<file path="src/rtl/sn76489_pkg.sv">
// sn76489_pkg: shared FSM state, channel constants and register-byte field layout
// for the SN76489 bus writer and chip model.
package sn76489_pkg;

   typedef enum logic [1:0] {
      ST_IDLE,
      ST_SETUP,
      ST_STROBE,
      ST_RECOVER
   } state_t;

   localparam logic [1:0] CH_TONE0 = 2'd0;
   localparam logic [1:0] CH_TONE1 = 2'd1;
   localparam logic [1:0] CH_TONE2 = 2'd2;
   localparam logic [1:0] CH_NOISE = 2'd3;

   // Latch byte: {1, chan[1:0], vol, nib[3:0]}; data byte: {0, 0, period[9:4]}
   localparam int LATCH_BIT  = 7;
   localparam int CHAN_LSB   = 5;
   localparam int VOL_BIT    = 4;
   localparam int NIB_W      = 4;
   localparam int NOISE_W    = 3;
   localparam int PAYLOAD_W  = 6;

endpackage

</file>
<file path="src/rtl/sn76489_byte_fmt.sv">
// sn76489_byte_fmt: combinational formatting of a register-write command into
// the latch byte, the optional tone-period data byte and the two-byte flag.
module sn76489_byte_fmt
   import sn76489_pkg::*;
(
   input  logic [1:0] i_chan,
   input  logic       i_vol,
   input  logic [9:0] i_data,
   output logic [7:0] o_latch,
   output logic [7:0] o_data,
   output logic       o_two_byte
);

   logic       w_noise_ctl;
   logic [3:0] w_nib;

   // Noise control only carries three bits; the top nibble bit must be zero
   assign w_noise_ctl = !i_vol && i_chan == CH_NOISE;
   assign w_nib       = w_noise_ctl ? {1'b0, i_data[NOISE_W-1:0]} : i_data[NIB_W-1:0];

   always_comb begin
      o_latch                  = 8'h00;
      o_latch[LATCH_BIT]       = 1'b1;
      o_latch[CHAN_LSB +: 2]   = i_chan;
      o_latch[VOL_BIT]         = i_vol;
      o_latch[NIB_W-1:0]       = w_nib;
   end

   assign o_data     = {2'b00, i_data[NIB_W +: PAYLOAD_W]};
   assign o_two_byte = !i_vol && i_chan != CH_NOISE;

endmodule

</file>
<file path="src/rtl/sn76489_bus_writer.sv">
// sn76489_bus_writer: turns host register-write commands into SN76489 bus cycles
// (SETUP / STROBE / RECOVER per byte) with READY handshake and strobe timeout.
module sn76489_bus_writer
   import sn76489_pkg::*;
#(
   parameter int WAIT_MIN = 2,
   parameter int TIMEOUT  = 255
) (
   input  logic       CLK,
   input  logic       nRST,
   input  logic       req_valid,
   output logic       req_ready,
   input  logic [1:0] req_chan,
   input  logic       req_vol,
   input  logic [9:0] req_data,
   output logic [7:0] D,
   output logic       nCE,
   output logic       nWE,
   input  logic       READY,
   output logic       busy,
   output logic       err
);

   localparam logic [8:0] LP_WAIT    = 9'(WAIT_MIN);
   localparam logic [8:0] LP_TIMEOUT = 9'(TIMEOUT);

   state_t     r_state;
   logic [7:0] r_cnt;
   logic [7:0] r_data_byte;
   logic       r_pend;

   logic [7:0] w_latch;
   logic [7:0] w_data;
   logic       w_two_byte;
   logic [8:0] w_low;
   logic       w_done;
   logic       w_tmo;
   logic       w_accept;

   sn76489_byte_fmt u_fmt (
      .i_chan     (req_chan),
      .i_vol      (req_vol),
      .i_data     (req_data),
      .o_latch    (w_latch),
      .o_data     (w_data),
      .o_two_byte (w_two_byte)
   );

   // r_cnt counts completed low cycles, so w_low includes the current one
   assign w_low     = {1'b0, r_cnt} + 9'd1;
   assign w_done    = w_low >= LP_WAIT && READY;
   assign w_tmo     = w_low >= LP_TIMEOUT;
   assign req_ready = nRST && r_state == ST_IDLE;
   assign w_accept  = req_valid && req_ready;
   assign busy      = r_state != ST_IDLE;
   assign nWE       = nCE;

   always_ff @(posedge CLK) begin
      if (!nRST) begin
         r_state     <= ST_IDLE;
         r_cnt       <= 8'h00;
         r_data_byte <= 8'h00;
         r_pend      <= 1'b0;
         D           <= 8'h00;
         nCE         <= 1'b1;
         err         <= 1'b0;
      end else begin
         err <= 1'b0;
         case (r_state)
            ST_IDLE: begin
               if (w_accept) begin
                  r_state     <= ST_SETUP;
                  D           <= w_latch;
                  r_data_byte <= w_data;
                  r_pend      <= w_two_byte;
               end
            end
            ST_SETUP: begin
               r_state <= ST_STROBE;
               r_cnt   <= 8'h00;
               nCE     <= 1'b0;
            end
            ST_STROBE: begin
               if (w_done) begin
                  r_state <= ST_RECOVER;
                  nCE     <= 1'b1;
               end else if (w_tmo) begin
                  r_state <= ST_IDLE;
                  r_pend  <= 1'b0;
                  nCE     <= 1'b1;
                  err     <= 1'b1;
               end else begin
                  r_cnt <= w_low[8] ? 8'hFF : w_low[7:0];
               end
            end
            ST_RECOVER: begin
               if (r_pend) begin
                  r_state <= ST_SETUP;
                  D       <= r_data_byte;
                  r_pend  <= 1'b0;
               end else begin
                  r_state <= ST_IDLE;
               end
            end
            default: r_state <= ST_IDLE;
         endcase
      end
   end

endmodule

</file>
<file path="config.mk">
export PLATFORM = sky130hd
export DESIGN_NAME = sn76489_bus_writer
export DESIGN_NICKNAME = d
export VERILOG_FILES = /design/src/rtl/sn76489_pkg.sv /design/src/rtl/sn76489_byte_fmt.sv /design/src/rtl/sn76489_bus_writer.sv
export SDC_FILE = /design/constraint.sdc
export NUM_CORES = 1
export LEC_CHECK = 0
export ABC_AREA = 1
export CAP_MARGIN = 20
export CORE_MARGIN = 2
export CORE_UTILIZATION = 55
export DETAILED_ROUTE_END_ITERATION = 12
export HOLD_SLACK_MARGIN = 0.02
export PLACE_DENSITY_LB_ADDON = 0.12
export SLEW_MARGIN = 5
export SYNTH_ARGS = -nofsm -noshare
export SYNTH_HDL_FRONTEND = slang
export SYNTH_SLANG_ARGS = --single-unit
</file>
<file path="constraint.sdc">
create_clock -name CLK -period 3.1 [get_ports CLK]
set_input_delay 0.465 -clock CLK [delete_from_list [all_inputs] [get_ports CLK]]
set_output_delay 0.465 -clock CLK [all_outputs]
set_load 0.02 [all_outputs]
</file>
### Word level (Yosys, flattened, before mapping)

Cells that the tools add are included.

| storage, ports and cells | value |
|---|---|
| register bits | 27 |
| latch bits | 0 |
| bits in writable memories | 0 |
| memory bits (read-only) | 0 |
| input bits | 17 |
| output and inout port bits | 13 |
| logic and storage cells | 62 |
| memories kept | 0 |

| cells by class | value |
|---|---|
| $add $sub $neg | 1 |
| $mul | 0 |
| div/mod/pow operators | 0 |
| order comparisons | 2 |
| equal/unequal tests | 11 |
| shift operators | 0 |
| mux-type cells | 21 |
| bitwise logic cells | 2 |
| reduce and logical (&&, ||, !) cells | 18 |

Operators with widths:

| kind | number |
|---|---|
| 2-to-1 mux 8 bit | 5 |
| case mux 8 bit (2 select lines) | 2 |
| != test 2 bit, second input constant | 6 |
| adder 8 x 1 -> 9 bit, second input constant | 1 |
| greater-or-equal comparator 9 x 2 -> 1 bit, second input constant | 1 |
| greater-or-equal comparator 9 x 8 -> 1 bit, second input constant | 1 |
| case mux 2 bit (4 select lines) | 1 |
| 2-to-1 mux 1 bit | 7 |
| == test 2 bit, second input constant | 3 |
| 2-to-1 mux 2 bit | 3 |
| AND reduction 2 bit | 3 |
| AND reduction 3 bit | 2 |
| nonzero test 2 bit | 3 |
| logical AND 1 bit | 5 |
| 2-to-1 mux 4 bit | 1 |
| AND reduction 4 bit | 1 |
| != test 3 bit, second input constant | 1 |
| case mux 1 bit (3 select lines) | 1 |
| nonzero test 3 bit | 1 |
| OR reduction 3 bit | 1 |
| == test 2 x 1 -> 1 bit, second input constant | 1 |
| logical NOT 2 bit | 1 |
| NOT 1 bit | 2 |
| case mux 1 bit (2 select lines) | 1 |
| logical NOT 1 bit | 1 |

### Depth between registers and ports, before layout

Gate-level depths: netlist (run 1).

| logic depth | value |
|---|---|
| word-level depth | 5 |
| gate-level depth with buffers | 14 |
| gate-level depth less buffers | 14 |

### Hierarchy

A second synthesis (run 1) with hierarchy kept.

| unflattened totals | value |
|---|---|
| cells, all modules | 263 |
| area, all modules | 1,814.2 um^2 |

Modules (own cells, without submodules):

| module | instances | cells each | area each (um^2) | sequential area each (um^2) |
|---|---|---|---|---|
| sn76489_bus_writer | 1 | 241 | 1,674.1 | 580.6 |
| sn76489_byte_fmt | 1 | 22 | 140.1 | 0.0 |

### Least setup slack after synthesis (run 1)

No wires, ideal clock.

| path | value |
|---|---|
| kind | flip-flop to flip-flop |
| start | register r_state[0] |
| end | register D[0] |
| setup time | 0.125 ns |
| arrival time | 1.667 ns |
| required time | 2.975 ns |
| slack | 1.308 ns |
| cell stages (with the launch flop) | 12 |
| path buffers | 1 |
| period minus slack after synthesis | 1.792 ns |
| cells stage by stage | dfxtp_1 > inv_1 > ha_1 > nand2_1 > inv_1 > nand2_1 > o21ai_0 > o21ai_0 > inv_1 > buf_2 > o21ai_0 > a31oi_1 |

| between the ends | value |
|---|---|
| longest elaborated chain between the ends | 5 |
| elaborated cells on any way between the ends | 9 |
| those cells by class | eq/ne (3); mux (1); reduce/logical (5) |

RTL lines:

| what | RTL line | RTL |
|---|---|---|
| start: declaration | sn76489_bus_writer.sv:27 | `state_t r_state;` |
| start signal: assignment | sn76489_bus_writer.sv:60 | `r_state <= ST_IDLE;` |
| start signal: assignment | sn76489_bus_writer.sv:72 | `r_state <= ST_SETUP;` |
| start signal: assignment | sn76489_bus_writer.sv:79 | `r_state <= ST_STROBE;` |
| logical NOT 2 bit | sn76489_bus_writer.sv:53 | `assign req_ready = nRST && r_state == ST_IDLE;` |
| logical AND 1 bit | sn76489_bus_writer.sv:53 |  |
| named net req_ready | sn76489_bus_writer.sv:12 | `output logic req_ready,` |
| logical AND 1 bit | sn76489_bus_writer.sv:54 | `assign w_accept = req_valid && req_ready;` |
| != test 2 bit (no source line) | -- |  |
| AND reduction 3 bit (no source line) | -- |  |
| end signal: assignment | sn76489_bus_writer.sv:73 | `D <= w_latch;` |
| end signal: assignment | sn76489_bus_writer.sv:99 | `D <= r_data_byte;` |
| end: declaration | sn76489_bus_writer.sv:16 | `output logic [7:0] D,` |

The timed path passes the listed nets, and every way through them passes these cells.
A chain may end at the register's enable or synchronous reset.

### Final worst setup path (run 1)

| path | value |
|---|---|
| start | register r_state[0] |
| end | output req_ready |

| between the ends | value |
|---|---|
| longest elaborated chain between the ends | 2 |

RTL lines:

| what | RTL line |
|---|---|
| logical NOT 2 bit | sn76489_bus_writer.sv:53 |
| logical AND 1 bit | sn76489_bus_writer.sv:53 |
| end: declaration | sn76489_bus_writer.sv:12 |

Every way passes these cells.

==> summary.txt, run 1 <==
GRT
  • GR Util All Layers: between 20% and 30%
  • Number of global-route vias before repair: ~1400
  • First-pass GRT wire length: around 5.8 mm
  • Antenna violations before repair: 0
  • GR Overflow Total: 0
  • Largest net degree at the start of global routing: 20

Final layout
  • Share of layout cells above drive strength 1: under 10%
  • Fin area: 0.00187 mm²
  • Antenna Cells: 0
  • Area grow syn2layout: 21.6%
  • Nets@finish: 286

CTS
  • Postcts setup bufs: 0
  • CTS tree: done
  • PostCTS Resize Cnt: 0
  • Clock Sink Count: 27
  • Num CTS Buffers: 3
  • H-tree levels: 1
  • Clock-pin slew on the worst setup and hold paths: about 0.14 ns
  • Worst-case clock buffer depth: 2
  • Worst skew pair latency: approximately 0.32 ns
  • Cts hold-fix bufs: 0
  • Root cell of the clock tree: clkbuf_4

STA
  • Max Transition Viols Final: 0
  • Final period util: slightly above 70%
  • Max_slew headroom: between 70% and 80%
  • Max Fclk: between 400 and 500 MHz
  • RSZ-0062 raised after global routing: no
  • Finish-stage setup viols: 0
  • Final Hold Viols: 0
  • Skew final: ~0.0062 ns
  • Min Tclk post-route: approximately 2.2 ns
  • Final setup TNS: 0 ns
  • Worst Max-Slew Pin Slew: just over 0.4 ns

Floorplanning
  • Die W: ~57 µm
  • Number of core rows: 19
  • Starting Density: 56.7%
  • Io pins: 30
  • Die Y: roughly 57 µm
  • Die area: 0.00323 mm²
  • Core footprint: 0.00271 mm²

Power and ir drop
  • Pwr Total: between 0.001 and 0.0015 W
  • Power Internal: 0.000681 W
  • IR Drop Worst-Case VDD: ~0.48 mV
  • Net load switching power: around 0.00048 W
  • Clock share of power: about 13%
  • Reg power frac: between 30% and 40%
  • Leak pwr: ~0.83 nW
  • Combinational fraction of design power: between 40% and 50%
  • Pwr/cell area: 620 mW/mm²
  • Switching Fraction: roughly 41%

Critical path
  • Worst Path Required: 2.63 ns
  • Max FO, Critical Path: 4
  • Worst setup SP type: register
  • Worst setup path category: reg -> out
  • Critical Path End Type: output port
  • Critical path arrival: 1.76 ns

Min path
  • Worst min path class: reg -> reg

Place
  • GP Congestion: roughly 0.81
  • Placed Area: 0.00184 mm²
  • DP HPWL: approximately 2.5 mm
  • IO Port Bufs: 29

Logic synthesis
  • Synthesized instance count: 233
  • Synth Flop Type: dfxtp_1
  • Top-count cell post-synth: nand2_1
  • Synthesized Nets: ~260
  • Yosys top cell area share: 35.2%
  • Synth cell count leaders: nand2_1, dfxtp_1, inv_1, nand3_1, nor2_1
  • Netlist cell types: 25
  • Synthesis Warnings: 0
  • Leading post-synthesis cells by cell area: dfxtp_1, nand2_1, nand3_1
  • Seq cells post-synth: 27
  • Ys async rst share: 0%
  • Register area share after synthesis: a little over a third
  • Area leader, netlist: dfxtp_1
  • Mapped cell area: approximately 0.0015 mm²
  • Mean Syn Cell Area: 6.60 µm²
  • Post-synth EDFFs: 0

Drt
  • Vias per Instance: 5.14
  • DRC Markers: 0
  • Vias: 1501
  • Antenna Violating Nets Remaining: 0
  • Drt wl/cell: between 10 and 15 µm
  • First-pass DRT Iterations: 4
  • First DRT Iteration DRCs: 74
  • Total wire length: 3.15 mm

Outcome
  • Status: finished clean

Job
  • Max-Cap Viols: 0
-- final cells by class --
type | count | area (µm²)
inverter | 26 | 100
multi-input combinational | 174 | 865
clock inverter | 1 | 5.00
fill | 259 | 841
clock buffer | 3 | 22.5
sequential | 27 | 541
timing repair buffer | 30 | 298
tap | 31 | 38.8
-- worst max-delay path: stages, from the launching register on --
cell             delay [ns]
dfxtp_1                0.37
inv_1                  0.10
ha_1                   0.23
nand2_1                0.06
inv_1                  0.07
clkdlybuf4s50_1        0.60
-- sequential cells by signal, summed over array words and instances (netlist names) --
name / cells
nCE: 1
err: 1
D: 8
r_pend: 1
r_data_byte: 6
r_cnt: 8
r_state: 2
-- stage by stage --
stage	hold WS (ns)	util, %	setup slack [ns]	instances
floorplan	0.446	-	1.31	233
global route	0.497	69.0	0.716	292
detailed placement	0.458	68.0	0.959	288
CTS	0.477	69.0	0.866	292
finish	0.474	69.0	0.878	292
global placement	0.457	68.0	0.984	288
-- cells by family after synthesis --
family | Yosys count | share of synthesized area, %
AO/OA/AOI/OAI | 35 | 12.4
adder cells (fa/ha/maj) | 7 | 5.70
AND/OR/NAND/NOR | 132 | 38.2
flip-flops | 27 | 35.2
buffers and inverters | 32 | 8.63
-- per-layer routing --
| metal | global-route usage, % | part of all wire, % |
|---|---|---|
| met5 | 0 | 0 |
| met1 | 28.9 | 47 |
| met3 | 2.30 | 3.0 |
| met2 | 37.7 | 49 |
| met4 | 7.31 | 0.89 |
-- power groups by stage --
stage | sequential (W) | clock (W) | combinational (W)
after floorplan | 0.000485 | 0 | 0.000365
after global placement | 0.000468 | 0 | 0.000549
after detailed placement | 0.000467 | 0 | 0.000553
after CTS | 0.000460 | 0.000154 | 0.000555
after global routing | 0.000470 | 0.000171 | 0.000628
final | 0.000460 | 0.000148 | 0.000550
-- final timing paths --
path / from / end / slack [ns] / cells after the start
setup reg to reg: r_state[1] / D[1] / 1.07 / 7
setup / recovery: r_state[0] / req_ready / 0.88 / 5
hold / removal: r_data_byte[5] / r_data_byte[5] / 0.47 / 2
hold reg to reg: r_data_byte[5] / r_data_byte[5] / 0.47 / 2
-- cells in the final DEF, fill, tap and decap left out, types with 2 or more instances in the layout --
| cell type | n |
|---|---|
| clkinv_1 | 3 |
| o21ai_0 | 11 |
| a21oi_1 | 15 |
| o21bai_1 | 2 |
| nand2_2 | 3 |
| ha_1 | 7 |
| nor2_1 | 18 |
| nand4_1 | 2 |
| a31oi_1 | 6 |
| dfxtp_1 | 27 |
| clkdlybuf4s50_1 | 29 |
| nor2_2 | 3 |
| clkbuf_4 | 3 |
| nand2_1 | 78 |
| nand3_2 | 3 |
| nand3_1 | 21 |
| inv_1 | 21 |
Power figures use the tool's default switching activity.
==> inputs of run 2 (changes only) <==
--- a/config.mk
+++ b/config.mk
@@ -8,7 +8,7 @@
 export ABC_AREA = 1
 export CAP_MARGIN = 20
 export CORE_MARGIN = 2
-export CORE_UTILIZATION = 55
+export CORE_UTILIZATION = 51
 export DETAILED_ROUTE_END_ITERATION = 12
 export HOLD_SLACK_MARGIN = 0.02
 export PLACE_DENSITY_LB_ADDON = 0.12
==> constraint.sdc (replaced) <==
create_clock -name CLK -period 2.21 [get_ports CLK]
set_input_delay 0.3315 -clock CLK [delete_from_list [all_inputs] [get_ports CLK]]
set_output_delay 0.3315 -clock CLK [all_outputs]
set_load 0.02 [all_outputs]
==> summary.txt, run 2 (synthesis results as in run 1) <==
Outcome
  • Status: complete, but fails checks
  • Failing checks: design-rule violations

Final layout
  • Antenna Cells: 0 (unchanged)
  • Share of layout cells above drive strength 1: 8.71% (+1.4 points)
  • Area grow syn2layout: 23.3%
  • Filler instances: 266 (+2.7%)
  • Finished Core Util: 67.6% (-1.4 points)
  • Commonest non-fill, non-tap cell in the layout: nand2_1
  • Most frequent cells in the layout: nand2_1, clkdlybuf4s50_1, dfxtp_1
  • Fin area: 0.00190 mm² (+1.4%)
  • Nets@finish: 289 (+1.0%)
  • Biggest regs: D x8, r_cnt x8, r_data_byte x6

Power and ir drop
  • Pwr/cell area: 877 mW/mm² (+42%)
  • Leak pwr: 0.846 nW (+1.4%)
  • IR Drop Worst-Case VDD: 0.651 mV (+36%)

CTS
  • Num CTS Buffers: 3 (unchanged)
  • H-tree levels: 1 (unchanged)
  • Cts hold-fix bufs: 0 (unchanged)
  • Root cell of the clock tree: clkbuf_4
  • Clock Sink Count: 27 (unchanged)
  • Worst skew pair latency: 0.33 ns (about the same)
  • Postcts setup bufs: 0 (unchanged)
  • Clock-pin slew on the worst setup and hold paths: 0.16 ns (+0.02 ns)
  • Worst-case clock buffer depth: 2 (unchanged)
  • CTS tree: done
  • PostCTS Resize Cnt: 0 (unchanged)

Floorplanning
  • Die Y: 58.9 µm (+3.6%)
  • Core footprint: 0.00281 mm² (+3.5%)
  • Die area: 0.00347 mm² (+7.3%)
  • Io pins: 30 (unchanged)
  • Number of core rows: 19 (unchanged)
  • Starting Density: 54.8% (-1.9 points)
  • Die W: 58.9 µm (+3.6%)

Critical path
  • CP max-delay cell: clkdlybuf4s50_1
  • Reg2reg start: r_cnt[0]
  • Critical path arrival: 1.77 ns (about the same)
  • Worst Path Required: 1.88 ns (-0.75 ns)
  • Most frequent CP cell: inv_1
  • Critical Path End Type: output port
  • Worst setup SP type: register
  • Max stage delay on crit path: 0.59 ns (about the same)
  • R2R Path End: r_cnt[2]
  • Register-to-Register Setup Slack: 0.26 ns (-0.81 ns)
  • Crit path cell chain: inv_1, ha_1, nand2_1, inv_1, clkdlybuf4s50_1
  • R2R depth: 12 (+5)
  • Worst setup path category: reg -> out
  • Max FO, Critical Path: 4 (unchanged)

STA
  • Max Fclk: approximately 480 MHz
  • Max Transition Viols Final: 0 (unchanged)
  • Max_slew headroom: 73.9% (+1.6 points)
  • Finish-stage setup viols: 0 (unchanged)
  • Final setup TNS: 0 ns (unchanged)
  • Final Hold Viols: 0 (unchanged)
  • PnR worst setup slack: 0.113 ns (-0.765 ns)
  • Min Tclk post-route: 2.10 ns
  • Worst Max-Slew Pin Slew: 0.392 ns (-0.0238 ns)
  • Final period util: 94.9%
  • RSZ-0062 raised after global routing: no
  • Skew final: 0.00393 ns (-0.00223 ns)

Drt
  • First-pass DRT Iterations: 8 (+4)
  • Drt wl/cell: 11.8 µm (+9.4%)
  • Antenna Violating Nets Remaining: 0 (unchanged)
  • Vias: 1524 (+1.5%)
  • Vias per Instance: 5.17 (+0.50%)
  • DRC Markers: 2 (+2)
  • First DRT Iteration DRCs: 48 (-35%)
  • Total wire length: 3.48 mm (+11%)

Min path
  • Hold Startpoint: D[6]
  • Hold Crit Depth: 2 (unchanged)
  • Worst min path class: reg -> reg
  • Hold Path End: D[6]

GRT
  • GR Overflow Total: 0 (unchanged)
  • Number of global-route vias before repair: 1301 (-7.3%)
  • GR Util All Layers: 21.7% (-0.33 points)
  • Antenna violations before repair: 0 (unchanged)
  • Largest net degree at the start of global routing: 20 (unchanged)
  • First-pass GRT wire length: 5.84 mm (+0.36%)

Place
  • IO Port Bufs: 29 (unchanged)
  • DP HPWL: 2.66 mm (+7.9%)
  • Worst slack, placed: 0.246 ns (-0.713 ns)
  • Placed Area: 0.00186 mm² (+1.2%)
  • GP Congestion: 0.870 (+7.0%)

Job
  • Max-Cap Viols: 0 (unchanged)
## run 2: layout make-up
type	count	area, µm²	share of cell area, %
multi-input combinational	174	865	45.6
sequential	27	542	28.6
timing repair buffer	33	320	16.9
inverter	26	100	5.28
tap	31	38.8	2.05
clock buffer	3	22.5	1.19
clock inverter	1	7.51	0.396
## run 2: worst max-delay path by stage
stage,from,to,slack (ns),depth (start not counted)
finish,r_state[0],req_ready,0.11,5
global route,r_state[1],req_ready,0.005,5
CTS,r_state[0],req_ready,0.11,5
detailed placement,r_cnt[0],r_cnt[5],0.25,12
global placement,r_cnt[0],r_cnt[3],0.28,12
floorplan,r_state[0],D[0],0.42,11
## run 2: metal layers
metal / GRT usage, % / vias up / wire (µm)
met5: 0 / - / 0
met3: 2.20 / 4 / 153
li1: - / 808 / -
met2: 32.9 / 31 / 1480
met1: 32.4 / 681 / 1810
met4: 6.82 / 0 / 37
## run 2: critical path: cells and delay by family, from the launching register on
family	cells	cell delay, ns
DFF	1	0.37
and+or+nand+nor	1	0.07
buffers and inverters	3	0.77
adders and majority gates	1	0.23
## run 2: where the power goes
group / internal [W] / switching [W]
combinational: 0.000316 / 0.000477
sequential: 0.000578 / 0.0000649
clock: 0.0000693 / 0.000158
## run 2: metrics by stage
stage / hold slack (ns) / std cells / total power (W)
after global placement: 0.453 / 291 / 0.00143
after floorplan: 0.442 / 233 / 0.00119
after CTS: 0.476 / 295 / 0.00167
after global routing: 0.497 / 295 / 0.00179
final: 0.477 / 295 / 0.00166
after detailed placement: 0.455 / 291 / 0.00144
